**src/rtl/clk_mon_checker_chan.sv**
```systemverilog
// One monitored-clock channel: synchronizer, rising-edge detect, saturating edge counter
// and tolerance compare against the expected count.
module clk_mon_chan #(
  parameter int CNT_W = 8,
  parameter int TOL   = 1
) (
  input  logic             clk,
  input  logic             rst_n,
  input  logic             mon_clk_i,
  input  logic             clr_i,
  input  logic             cnt_en_i,
  input  logic             latch_i,
  input  logic [CNT_W-1:0] exp_cnt_i,
  output logic             fail_o,
  output logic             pass_o,
  output logic [CNT_W-1:0] meas_cnt_o
);

  localparam logic [CNT_W:0] TOL_V = (CNT_W + 1)'(TOL);

  logic [1:0]       sync_q;
  logic             dly_q;
  logic [CNT_W-1:0] cnt_q, cnt_d;
  logic             pass_q;
  logic [CNT_W-1:0] meas_q;
  logic             edge_s;
  logic [CNT_W:0]   cnt_ext_s, exp_ext_s, diff_s;
  logic             within_s;

  assign edge_s = sync_q[1] & ~dly_q;

  // Synchronizer, edge-detect delay flop, counter and result registers.
  always_ff @(posedge clk or negedge rst_n) begin
    if (!rst_n) begin
      sync_q <= 2'b00;
      dly_q  <= 1'b0;
      cnt_q  <= '0;
      pass_q <= 1'b0;
      meas_q <= '0;
    end else begin
      sync_q <= {sync_q[0], mon_clk_i};
      dly_q  <= sync_q[1];
      cnt_q  <= cnt_d;
      if (latch_i) begin
        pass_q <= within_s;
        meas_q <= cnt_q;
      end
    end
  end

  // Counter next state: clear on window entry, saturate at all-ones.
  always_comb begin
    cnt_d = cnt_q;
    if (clr_i) begin
      cnt_d = '0;
    end else if (cnt_en_i && edge_s && (cnt_q != {CNT_W{1'b1}})) begin
      cnt_d = cnt_q + {{(CNT_W-1){1'b0}}, 1'b1};
    end else begin
      cnt_d = cnt_q;
    end
  end

  // Unsigned magnitude of the difference, one bit wider than the counter.
  always_comb begin
    cnt_ext_s = {1'b0, cnt_q};
    exp_ext_s = {1'b0, exp_cnt_i};
    if (cnt_ext_s >= exp_ext_s) begin
      diff_s = cnt_ext_s - exp_ext_s;
    end else begin
      diff_s = exp_ext_s - cnt_ext_s;
    end
    within_s = (diff_s <= TOL_V);
  end

  assign fail_o     = ~within_s;
  assign pass_o     = pass_q;
  assign meas_cnt_o = meas_q;

endmodule

```
**config.mk**
```make
export PLATFORM = sky130hd
export DESIGN_NAME = clk_mon_chan
export DESIGN_NICKNAME = d
export VERILOG_FILES = /design/src/rtl/clk_mon_checker_chan.sv
export SDC_FILE = /design/constraint.sdc
export NUM_CORES = 1
export LEC_CHECK = 0
export CELL_PAD_IN_SITES_DETAIL_PLACEMENT = 0
export CELL_PAD_IN_SITES_GLOBAL_PLACEMENT = 2
export CORE_ASPECT_RATIO = 0.9
export CORE_MARGIN = 1.5
export CORE_UTILIZATION = 30
export CTS_BUF_LIST = sky130_fd_sc_hd__clkbuf_16
export DETAILED_ROUTE_END_ITERATION = 10
export PLACE_DENSITY = 0.82
export SYNTH_ARGS = -nofsm -noshare
export SYNTH_HDL_FRONTEND = slang
export SYNTH_SLANG_ARGS = --single-unit
```
**constraint.sdc**
```tcl
create_clock -name clk -period 2.7 [get_ports clk]
set_clock_uncertainty 0.1 [all_clocks]
set_input_delay 0.54 -clock clk [delete_from_list [all_inputs] [get_ports clk]]
set_output_delay 0.54 -clock clk [all_outputs]
set_load 0.1 [all_outputs]
```
==> results.cfg <==
[run_status]
status = finished with violations
violations = negative setup slack

[synthesis]
synth_nets = 228
yosysWarnings = 0
muxShareOfSynthArea = 0.0727
synth-xor-area-share = 0.0509
synth_top_family_by_area = simple AND/OR/NAND/NOR gates
synth_ff_type = dfrtp_1
synth_edf_count = 0
syn_area_sq_um = 1720
synthArstFlopShare = 1.00
yosysUniqueCellTypes = 52
synth_compound_area_frac = 0.175
synth_fa_ha_area_frac = 0.147
yosys.area_share.simple = 0.180
syn_inst = 195
syn_avg_cell_area_sq_um = 8.83
ys_seq_elements = 20
seq_area_frac_synth = 0.291

[finish]
seq_area_sq_um = 502
final_area_sq_um = 3020
nNetsFinal = 322
layout_common_cells = buf_4 (74), dfrtp_1 (19), inv_1 (13), nor2_1 (13), ha_4 (12)
final_core_util = 0.562
fillCellCount = 479
areaGrowthSynthToFinish_pct = 75.7
drive_above_1_share = 0.587
stdcell_count = 355
diodes = 0
multi_input_area_sq_um = 1450
layout_commonest_cell = buf_4

[pwr]
power.total_mw = 0.990
power_density_nw_per_um2 = 327
p_leak_nw = 1.35
ir_drop_uv = 307

[timing]
worst_pin_slew_ns = 0.505
period_needed_ns = 3.37
finalMaxSlewViolations = 0
fmax_mhz = 297
fin_setup_tns_ns = -1.08
finalCritPeriodShare = 1.25
whs_ns = 0.253
slew_headroom = 0.662
setup_slack_ns = -0.667
finalSetupViolCount = 2
hold_viol = 0
rsz0062_at_grt = true

[routing]
route.antenna.remaining_nets = 0
wl_per_cell_um = 14.8
drt_pre_antenna_iters = 4
via_per_inst = 4.83
drc_errors = 0
wirelength_um = 5270
drt_iter0_drc = 55
num_vias = 1716

[cts]
cts_buffers = 3
cts_root_buffer = clkbuf_16
insertion_delay_ns = 0.25
cts.sinks = 20
cts_tree = built
htreeDepth = 1
cts_buffer_depth = 2
clk_pin_slew_ns = 0.06

[global_route]
grt_max_degree = 21
grt_use_total = 0.173
antenna_found_initial = 0
grt_pass1_wl_um = 8460
grt_pass1_vias = 1697
grt_overflow = 0

[floorplan]
die_area_sq_um = 6200
core_region_area_sq_um = 5380
initial_core_util = 0.320
ios = 24
fp.dieH_um = 74.9
dieWidth_um = 82.9
num_rows = 25

[critical_path]
worst-setup-path-type = reg2out
critical_path.startpoint_type = flop
endpoint_kind = output port
arrival_ns = 2.73
cp_max_fo = 4
critPathRequiredTime_ns = 2.06

[place]
detailedPlacementHpwl_um = 3710
placed_cells = 335
place.gp.congestion = 0.876
post-place-ws_ns = -1.06
dpl-instance-area_sq_um = 2410
numPortBuffers = 23

[hold_path]
hp-class = reg2reg

[flow_run]
maxCapViolCount = 0
-- cells by family after synthesis --
logic type,count (synthesis)
buf+inv,32
mux,11
compound gates,44
simple gates,59
xor+xnor,10
fa+ha+maj,19
flops,20
-- state kept, by name, indices dropped and copies added (netlist names) --
name	flops
cnt_q	8
dly_q	1
meas_cnt_o	8
pass_o	1
sync_q	2
-- worst max-delay path, stage by stage (launching register included) --
cell and delay [ns]:
dfrtp_2 0.43, inv_2 0.07, ha_4 0.13, inv_2 0.04, fa_2 0.42, nand3_4 0.11
nand2_4 0.07, a31oi_4 0.17, a2bb2oi_2 0.16, a32oi_2 0.13, or4_4 0.55, buf_12 0.18
-- synthesized netlist by cell type, drive strengths merged, types with 2 or more instances --
master / count / area, sq um
or3: 2 / 12.5
fa: 2 / 40.0
nand2b: 2 / 12.5
nand4: 2 / 12.5
xnor2: 7 / 61.3
xor2: 3 / 26.3
a211oi: 2 / 15.0
a2bb2oi: 2 / 17.5
inv: 24 / 90.1
a21oi: 14 / 77.6
ha: 17 / 213
o21ai: 10 / 50.1
mux2i: 2 / 20.0
a32oi: 2 / 17.5
a31oi: 3 / 25.0
nor2b: 5 / 31.3
and2: 2 / 13.8
dfrtp: 20 / 500
buf: 7 / 51.3
mux2: 9 / 105
nor3: 3 / 15.0
nand2: 7 / 28.8
nand3: 10 / 50.1
nor2: 16 / 60.1
and3: 3 / 18.8
nand3b: 2 / 15.0
-- final cells by class --
| class | instances | share of cell area |
|---|---|---|
| flip-flops and latches | 20 | 0.166 |
| clock inverters | 1 | 0.00993 |
| repair buffers | 97 | 0.262 |
| inverters | 24 | 0.0298 |
| clock buffers | 3 | 0.0248 |
| well taps | 67 | 0.0277 |
| multi-input cells | 143 | 0.480 |
-- layer usage --
metal / part of all wire / GRT usage / up-vias / wire length (um)
met3: 0.015 / 0.0241 / 2 / 79
met1: 0.50 / 0.240 / 825 / 2620
met4: 0.0047 / 0.0278 / 0 / 25
met5: 0 / 0 / - / 0
li1: - / - / 870 / -
met2: 0.48 / 0.298 / 19 / 2540
-- what timing repair did --
action | in CTS | in global routing
pin swaps | 33 | 17
buffers inserted | 14 | 2
hold buffers | 0 | 0
gates resized for setup | 97 | 16
setup endpoints to repair | 2 | 2
cloned | 0 | 0
-- report_power, final --
group          internal (mW)  switching [mW]  total, mW
sequential             0.305         0.00302      0.308
clock                  0.294           0.111      0.405
combinational          0.143           0.134      0.276
total                  0.742           0.248      0.990
-- path summary, 6_finish.rpt --
kind / slack, ns / depth (start not counted) / start / end
worst max-delay path: -0.67 / 11 / cnt_q[0] / fail_o
worst max register to register: -0.38 / 16 / cnt_q[5] / pass_o
min in group asynchronous: 0.52 / 2 / rst_n / dly_q
max in group asynchronous: 1.76 / 2 / rst_n / cnt_q[0]
worst min-delay path: 0.25 / 0 / sync_q[0] / sync_q[1]
worst min register to register: 0.25 / 0 / sync_q[0] / sync_q[1]
No activity file was read; power rests on OpenSTA's default activity.
